<file path="config.mk">
export PLATFORM = sky130hd
export DESIGN_NAME = multi_channel_scoreboard
export DESIGN_NICKNAME = d
export VERILOG_FILES = /design/src/rtl/multi_channel_scoreboard.sv
export SDC_FILE = /design/constraint.sdc
export NUM_CORES = 1
export LEC_CHECK = 0
export BUFFER_PORTS_ARGS = -buffer_cell sky130_fd_sc_hd__buf_2
export CAP_MARGIN = 20
export CELL_PAD_IN_SITES_DETAIL_PLACEMENT = 0
export CELL_PAD_IN_SITES_GLOBAL_PLACEMENT = 2
export CORE_MARGIN = 2
export CORE_UTILIZATION = 36
export CTS_BUF_LIST = sky130_fd_sc_hd__clkbuf_8
export CTS_CLUSTER_SIZE = 10
export DETAILED_ROUTE_END_ITERATION = 6
export PLACE_DENSITY = 0.89
export SLEW_MARGIN = 0
export SYNTH_ARGS = -nofsm -noshare
export SYNTH_HDL_FRONTEND = slang
export SYNTH_SLANG_ARGS = --single-unit
</file>
<file path="constraint.sdc">
create_clock -name clk -period 2.48 [get_ports clk]
set_input_delay 0.124 -clock clk [delete_from_list [all_inputs] [get_ports clk]]
set_output_delay 0.124 -clock clk [all_outputs]
set_load 0.05 [all_outputs]
</file>
<file path="src/rtl/multi_channel_scoreboard.sv">
`default_nettype none
// ============================================================================
// multi_channel_scoreboard: per-channel FIFO occupancy plus one tagged word
// tracked through a run-time selected channel.            Rev 1.0
// ============================================================================
module multi_channel_scoreboard #(
  parameter int NUM_CH    = 4,
  parameter int WIDTH     = 8,
  parameter int DEPTH     = 4,
  parameter int CHECK_LAT = 0,
  parameter int MAX_WAIT  = 64
) (
  input  logic                      clk,
  input  logic                      rst,
  input  logic                      start,
  input  logic [$clog2(NUM_CH)-1:0] sel,
  input  logic [NUM_CH-1:0]         push,
  input  logic [NUM_CH-1:0]         pop,
  input  logic [NUM_CH*WIDTH-1:0]   flat_data_in,
  input  logic [WIDTH-1:0]          data_out,
  output logic                      data_out_vld,
  output logic                      busy,
  output logic                      done,
  output logic [2:0]                err,
  output logic                      prop_signal
);

  localparam int SW = $clog2(NUM_CH);
  localparam int CW = $clog2(DEPTH + 1);
  localparam int WW = (MAX_WAIT < 1) ? 1 : $clog2(MAX_WAIT + 1);
  localparam logic [CW-1:0] DEPTH_C  = CW'(DEPTH);
  localparam logic [WW-1:0] WAIT_LIM = WW'(MAX_WAIT);
  localparam bit            LAT_EN   = (CHECK_LAT != 0);

  localparam logic [1:0] IDLE  = 2'd0;
  localparam logic [1:0] ARMED = 2'd1;
  localparam logic [1:0] DONE  = 2'd2;
  localparam logic [1:0] FAIL  = 2'd3;

  logic [1:0]        state;
  logic [CW-1:0]     cnt      [NUM_CH];
  logic [CW-1:0]     cnt_nxt  [NUM_CH];
  logic [WIDTH-1:0]  data_ch  [NUM_CH];
  logic [NUM_CH-1:0] occ_fault;
  logic [CW-1:0]     ahead;
  logic [CW-1:0]     ahead_init;
  logic [WW-1:0]     wait_cnt;
  logic [WIDTH-1:0]  data_q;
  logic [SW-1:0]     sel_q;
  logic [CW-1:0]     sel_cnt;
  logic              capture;
  logic              trk_pop;
  logic              timeout;

  always_comb begin
    for (int i = 0; i < NUM_CH; i++) begin
      cnt_nxt[i]   = cnt[i];
      occ_fault[i] = 1'b0;
      data_ch[i]   = flat_data_in[i*WIDTH +: WIDTH];
      case ({push[i], pop[i]})
        // Simultaneous push/pop on an empty FIFO: the pop underflows, the push lands.
        2'b11: if (cnt[i] == '0) begin
          cnt_nxt[i]   = CW'(1);
          occ_fault[i] = 1'b1;
        end
        2'b10: if (cnt[i] < DEPTH_C) cnt_nxt[i] = cnt[i] + CW'(1);
               else occ_fault[i] = 1'b1;
        2'b01: if (cnt[i] != '0) cnt_nxt[i] = cnt[i] - CW'(1);
               else occ_fault[i] = 1'b1;
        default: ;
      endcase
    end
  end

  assign sel_cnt    = cnt[sel];
  assign capture    = (state == IDLE) && start && push[sel] &&
                      ((sel_cnt < DEPTH_C) || pop[sel]);
  assign ahead_init = (sel_cnt == '0) ? '0 : (sel_cnt - CW'(pop[sel]));
  assign trk_pop    = (state == ARMED) && pop[sel_q];
  assign timeout    = LAT_EN && (wait_cnt == WAIT_LIM);

  assign data_out_vld = trk_pop && (ahead == '0);
  assign busy         = (state == ARMED);
  assign prop_signal  = ~|err;

  always_ff @(posedge clk or negedge rst) begin
    if (!rst) begin
      state    <= IDLE;
      ahead    <= '0;
      wait_cnt <= '0;
      data_q   <= '0;
      sel_q    <= '0;
      done     <= 1'b0;
      err      <= 3'b000;
      for (int i = 0; i < NUM_CH; i++) cnt[i] <= '0;
    end else begin
      for (int i = 0; i < NUM_CH; i++) cnt[i] <= cnt_nxt[i];
      if (|occ_fault) err[1] <= 1'b1;

      case (state)
        IDLE: begin
          if (capture) begin
            data_q   <= data_ch[sel];
            sel_q    <= sel;
            ahead    <= ahead_init;
            wait_cnt <= '0;
            state    <= ARMED;
          end
        end
        ARMED: begin
          if (wait_cnt != '1) wait_cnt <= wait_cnt + WW'(1);
          // A tracked pop takes priority over a timeout in the same cycle.
          if (trk_pop) begin
            if (ahead != '0) begin
              ahead <= ahead - CW'(1);
            end else if (data_out == data_q) begin
              state <= DONE;
              done  <= 1'b1;
            end else begin
              state  <= FAIL;
              err[0] <= 1'b1;
            end
          end else if (timeout) begin
            state  <= FAIL;
            err[2] <= 1'b1;
          end
        end
        default: ;
      endcase
    end
  end

endmodule
`default_nettype wire

</file>
==> qor.yml, run 1 <==
detailed_routing:
  wirelength_um: 5370
  drc: 0
  drt_iter0_markers: 62
  post_drt_wl_per_cell_um: 13.9
  ant_nets: 0
  via_per_inst: 4.99
  vias: 1932
  dr.pass1.iters: 6
placement:
  dp_hpwl_um: 4280
  gp_congestion: 0.794
  portBuffers: 58
global_routing:
  grt_max_degree: 31
  antenna_found_initial: 0
  grt_pass1_wl_um: 9020
  grtUsageTotal: 0.152
  grt_overflow: 0
  grt_pass1_vias: 1930
min_path:
  hp-class: "in -> reg"
  hold_depth: 3
clock_tree:
  cts_tree: "done"
  cts_made_buffers: 5
  cts_htree_levels: 2
  cts_hold_buf: 1
  clk-insertion-delay-late_ns: 0.28
  cts_setup_buffers: 0
  cts_sinks: 30
  cts_buffer_depth: 2
  clk_pin_slew_ns: 0.07
  post_cts_resize_count: 0
  root_buffer: "clkbuf_8"
die:
  die_h_um: 87.8
  initial_core_util: 0.372
  die_w_um: 87.8
  die-area_um2: 7710
  rows: 30
  core_um2: 6790
  pin_count: 60
yosys:
  synth_top_family_by_area: "multiplexers"
  yosysUniqueCellTypes: 51
  synth_compound_area_frac: 0.0946
  syn-instance-count: 228
  synthesis.area_um2: 2530
  synth-simple-area-share: 0.157
  synth-seq-area-share: 0.297
  avgSynthCellArea_um2: 11.1
  synth_xor_area_frac: 0.0416
  syn_nets: 306
  ys_seq_elements: 30
  yosys_warnings: 0
  synthAdderAreaFrac: 0.136
  synth_mux_area_frac: 0.212
cells_and_area:
  final_layout_size_suffix_gt1_frac: 0.323
  nets: 368
  final_common_cell: "buf_2"
  final_cell_mix: "buf_2 (58), dfrtp_1 (30), inv_1 (29), ha_1 (21), nor2_1 (15)"
  fill_cells: 629
  synthToLayoutAreaGrowth_pct: 20.6
  multi_input_area_um2: 1630
  register_area_um2: 751
  num_antenna_cells: 0
sta:
  hold_viol_final: 0
  post-route-period-util: 0.812
  period_needed_ns: 2.01
  setup_viol: 0
  skew_ns: 0.00217
  fin_setup_tns_ns: 0
  slew_headroom: 0.515
  worstMarginPinSlew_ns: 0.719
  slew_viol_final: 0
  fmax_mhz: 497
  rsz0062_at_grt: "no"
worst_setup_path:
  reg2regPathDepth: 8
  critical_path_arrival_ns: 1.89
  crit_path_end_kind: "output port"
  critPathLaunchType: "flip-flop"
  path_max_fanout: 4
  cp.required_ns: 2.36
  crit_type: "reg -> out"
power:
  power_density_nw_per_um2: 879
  p_total_w: 0.00268
  leakagePower_nw: 1.43
  vdd_drop_max_v: 0.000386
job:
  cap_violations: 0
run_status:
  status: "finished clean"
[cells in the mapped netlist (all sizes together)]
master | count | share of area
a211oi | 2 | 0.0059
a21oi | 4 | 0.0079
a22oi | 1 | 0.0049
a2bb2oi | 1 | 0.0035
a31o | 2 | 0.0069
a31oi | 3 | 0.0074
and2 | 2 | 0.0049
buf | 3 | 0.015
clkbuf | 1 | 0.0015
conb | 1 | 0.0015
dfrtp | 30 | 0.30
fa | 4 | 0.032
ha | 21 | 0.10
inv | 29 | 0.043
mux2 | 11 | 0.049
mux2i | 6 | 0.024
mux4 | 14 | 0.14
nand2 | 9 | 0.013
nand2b | 5 | 0.012
nand3 | 6 | 0.012
nand4 | 2 | 0.0049
nand4b | 1 | 0.0035
nor2 | 16 | 0.030
nor2b | 1 | 0.0054
nor3 | 2 | 0.0040
nor3b | 3 | 0.0089
nor4bb | 2 | 0.0079
o2111ai | 1 | 0.0035
o211a | 1 | 0.0040
o21a | 4 | 0.012
o21ai | 6 | 0.012
o21bai | 1 | 0.0030
o22ai | 2 | 0.0049
o31ai | 1 | 0.0030
o41a | 2 | 0.0089
o41ai | 2 | 0.0069
or2 | 2 | 0.0049
or3 | 1 | 0.0045
or3b | 3 | 0.010
or4 | 2 | 0.0059
or4b | 5 | 0.020
or4bb | 1 | 0.0045
xnor2 | 9 | 0.031
xor2 | 3 | 0.010
[registers in the layout, indices dropped and copies added, names as in the netlist]
name and cells:
state 2, err 2, data_q 8, done 1, cnt 12, sel_q 2
ahead 3
[layout make-up]
class                   instances  area share
well taps                      96      0.0394
flip-flops and latches         30       0.246
repair buffers                 59      0.0985
clock inverters                 2      0.0197
clock buffers                   6      0.0271
multi-input cells             165       0.533
inverters                      29      0.0357
[kinds of logic after synthesis]
kind of cell / Yosys count
AO/OA/AOI/OAI: 33
XOR/XNOR: 12
adder cells (fa/ha/maj): 25
buffers and inverters: 33
flip-flops: 30
multiplexers: 31
other: 1
AND/OR/NAND/NOR: 63
[final timing paths]
path                          start      endpoint  slack [ns]
setup / recovery           sel_q[0]  data_out_vld        0.47
hold / removal                start      state[0]        0.23
setup reg to reg             cnt[6]      ahead[2]        0.50
hold reg to reg                done          done        0.46
max in group asynchronous       rst     data_q[6]        1.61
min in group asynchronous       rst        cnt[5]        0.41
[power breakdown]
part           total, W  internal, W  switching (W)
clock          0.000638     0.000429       0.000209
sequential     0.000918     0.000700       0.000217
combinational   0.00112     0.000576       0.000548
total           0.00268      0.00170       0.000974
[metrics by stage]
stage	setup slack [ns]	hold slack, ns	instance area (um^2)	std cells	utilization
3_3_place_gp	0.464	0.224	2900	378	0.426
2_1_floorplan	0.615	-0.172	2530	228	-
3_5_place_dp	0.416	0.226	2900	378	0.426
5_1_grt	0.376	0.231	3050	387	0.449
6_report	0.466	0.227	3050	387	0.449
4_1_cts	0.446	0.210	3050	387	0.449
[metal layers]
layer | global-route usage | part of all wire | vias up
met5 | 0 | 0 | -
met1 | 0.199 | 0.47 | 927
met3 | 0.0481 | 0.047 | 7
li1 | - | - | 953
met2 | 0.242 | 0.47 | 45
met4 | 0.0434 | 0.012 | 0
[critical path, stage by stage (launching register included)]
cell and delay [ns]:
dfrtp_1 0.39, mux4_2 0.35, or3b_2 0.50, inv_1 0.09, buf_2 0.26
Power figures use the tool's default switching activity.
==> run 2, diff against run 1 <==
- CORE_UTILIZATION: 36 -> 32
- PLACE_DENSITY: 0.89 -> 0.84
- clock period: 2.48 -> 1.68 ns (I/O delays scaled with it)
==> run 2 against run 1 <==
The flow now finishes with violations (setup timing). Clock power up 13%. Sequential share of layout area down 3.7 points. Design area up 18%. Sequential cell count unchanged. Critical endpoint unchanged.
==> qor.yml, run 2 (synthesis gave the netlist of run 1 again) <==
clock_tree:
  cts_made_buffers: 5
  clk_pin_slew_ns: 0.07
  clk-insertion-delay-late_ns: 0.28
  cts_sinks: 30
  cts_tree: "done"
  cts_htree_levels: 2
  cts_buffer_depth: 2
  root_buffer: "clkbuf_8"
power:
  clockPowerShare: 0.157
  leakagePower_nw: 1.65
  p_sw_w: 0.00172
  power_density_nw_per_um2: 1280
  vdd_drop_max_v: 0.000411
  p_int_w: 0.00288
  switching_share: 0.373
  p_comb_frac: 0.560
  pwr-share-seq: 0.282
worst_setup_path:
  slowest_stage: "mux4_2"
  path_max_fanout: 2
  critical_path_arrival_ns: 1.73
  max_stage_delay_ns: 0.54
  crit_path_end_kind: "output port"
  cp.required_ns: 1.60
  crit_type: "reg -> out"
  critPathLaunchType: "flip-flop"
  path_cells: "mux4_2, or3b_4, clkinvlp_4, buf_8"
sta:
  post-route-period-util: 1.08
  slew_viol_final: 0
  setup_slack_ns: -0.131
  fmax_mhz: 552
  setup_viol: 12
  skew_ns: 0.00597
  period_needed_ns: 1.81
  hold_viol_final: 0
  slew_headroom: 0.537
  fin_setup_tns_ns: -0.803
  worstMarginPinSlew_ns: 0.695
  rsz0062_at_grt: "yes"
min_path:
  hp-class: "in -> reg"
global_routing:
  grt_overflow: 0
  grt_max_degree: 31
  grtUsageTotal: 0.144
  grt_pass1_wl_um: 9940
  antenna_found_initial: 0
  grt_pass1_vias: 2075
placement:
  portBuffers: 58
  gp_congestion: 0.792
  dp_hpwl_um: 4860
  dp.cells: 419
die:
  die-area_um2: 8620
  core_um2: 7690
  initial_core_util: 0.329
  rows: 32
  die_w_um: 92.9
  die_h_um: 92.9
  pin_count: 60
cells_and_area:
  nets: 408
  fin_cells: 433
  reg_top3: "cnt x12, data_q x8, ahead x3"
  synthToLayoutAreaGrowth_pct: 42.6
  num_antenna_cells: 0
  largest_reg_flops: 12
  final_layout_size_suffix_gt1_frac: 0.526
  final_common_cell: "buf_2"
  top_register: "cnt"
  fill_cells: 720
  final_cell_mix: "buf_2 (57), buf_4 (33), dfrtp_1 (28), inv_1 (18), ha_1 (17)"
detailed_routing:
  ant_nets: 0
  dr.pass1.iters: 4
  post_drt_wl_per_cell_um: 14.5
  wirelength_um: 6290
  vias: 2111
  drc: 0
  drt_iter0_markers: 53
  via_per_inst: 4.88
run_status:
  status: "finished, violations left"
  violations: "setup timing"
job:
  cap_violations: 0
run 2: through the flow:
step | area (um^2) | setup WS [ns] | utilization | hold slack (ns) | total power [W]
global placement | 3230 | -0.103 | 0.420 | 0.166 | 0.00345
finish | 3600 | -0.131 | 0.469 | 0.239 | 0.00460
detailed placement | 3230 | -0.119 | 0.420 | 0.171 | 0.00350
global route | 3600 | -0.184 | 0.469 | 0.237 | 0.00494
floorplan | 2590 | -0.113 | - | -0.212 | 0.00274
CTS | 3470 | -0.116 | 0.451 | 0.184 | 0.00441
run 2: what timing repair did:
action	4_1_cts	5_1_grt
setup endpoints to repair	23	25
hold endpoints to repair	30	0
hold buffers	1	0
pin swaps	7	5
resized for setup	25	26
setup buffers	3	1
gates cloned	1	0
run 2: worst paths after layout:
| path | from | depth (start not counted) | end | slack [ns] |
|---|---|---|---|---|
| max | sel_q[0] | 4 | data_out_vld | -0.13 |
| min | start | 3 | state[0] | 0.24 |
| max reg2reg | cnt[0] | 8 | ahead[2] | -0.13 |
| min reg2reg | done | 1 | done | 0.49 |
| max in group asynchronous | rst | 2 | cnt[4] | 0.81 |
| min in group asynchronous | rst | 2 | data_q[0] | 0.38 |
run 2: cell type report:
type,instances,area (um^2),area share
Tap cell,102,128,0.0354
Clock inverter,3,40.0,0.0111
Inverter,29,115,0.0319
Clock buffer,5,68.8,0.0191
Sequential cell,30,753,0.209
Timing Repair Buffer,98,626,0.174
Multi-Input combinational cell,166,1870,0.520
run 2: metal layers:
| metal | GRT usage | wire [um] |
|---|---|---|
| met3 | 0.0252 | 199 |
| met1 | 0.200 | 2890 |
| met2 | 0.232 | 3100 |
| met4 | 0.0404 | 97 |
| met5 | 0 | 0 |
run 2: worst max-delay path, delay by kind of cell (launching register included):
kind          cells  cell delay (ns)
simple gates      1             0.28
flops             1             0.38
mux               1             0.54
buf+inv           2             0.25
run 2: power groups by stage:
stage / Clock [W] / Sequential [W] / Combinational [W]
final: 0.000724 / 0.00130 / 0.00258
after global routing: 0.000774 / 0.00134 / 0.00283
after CTS: 0.000736 / 0.00129 / 0.00239
after detailed placement: 0 / 0.00129 / 0.00221
after global placement: 0 / 0.00128 / 0.00217
after floorplan: 0 / 0.00133 / 0.00141
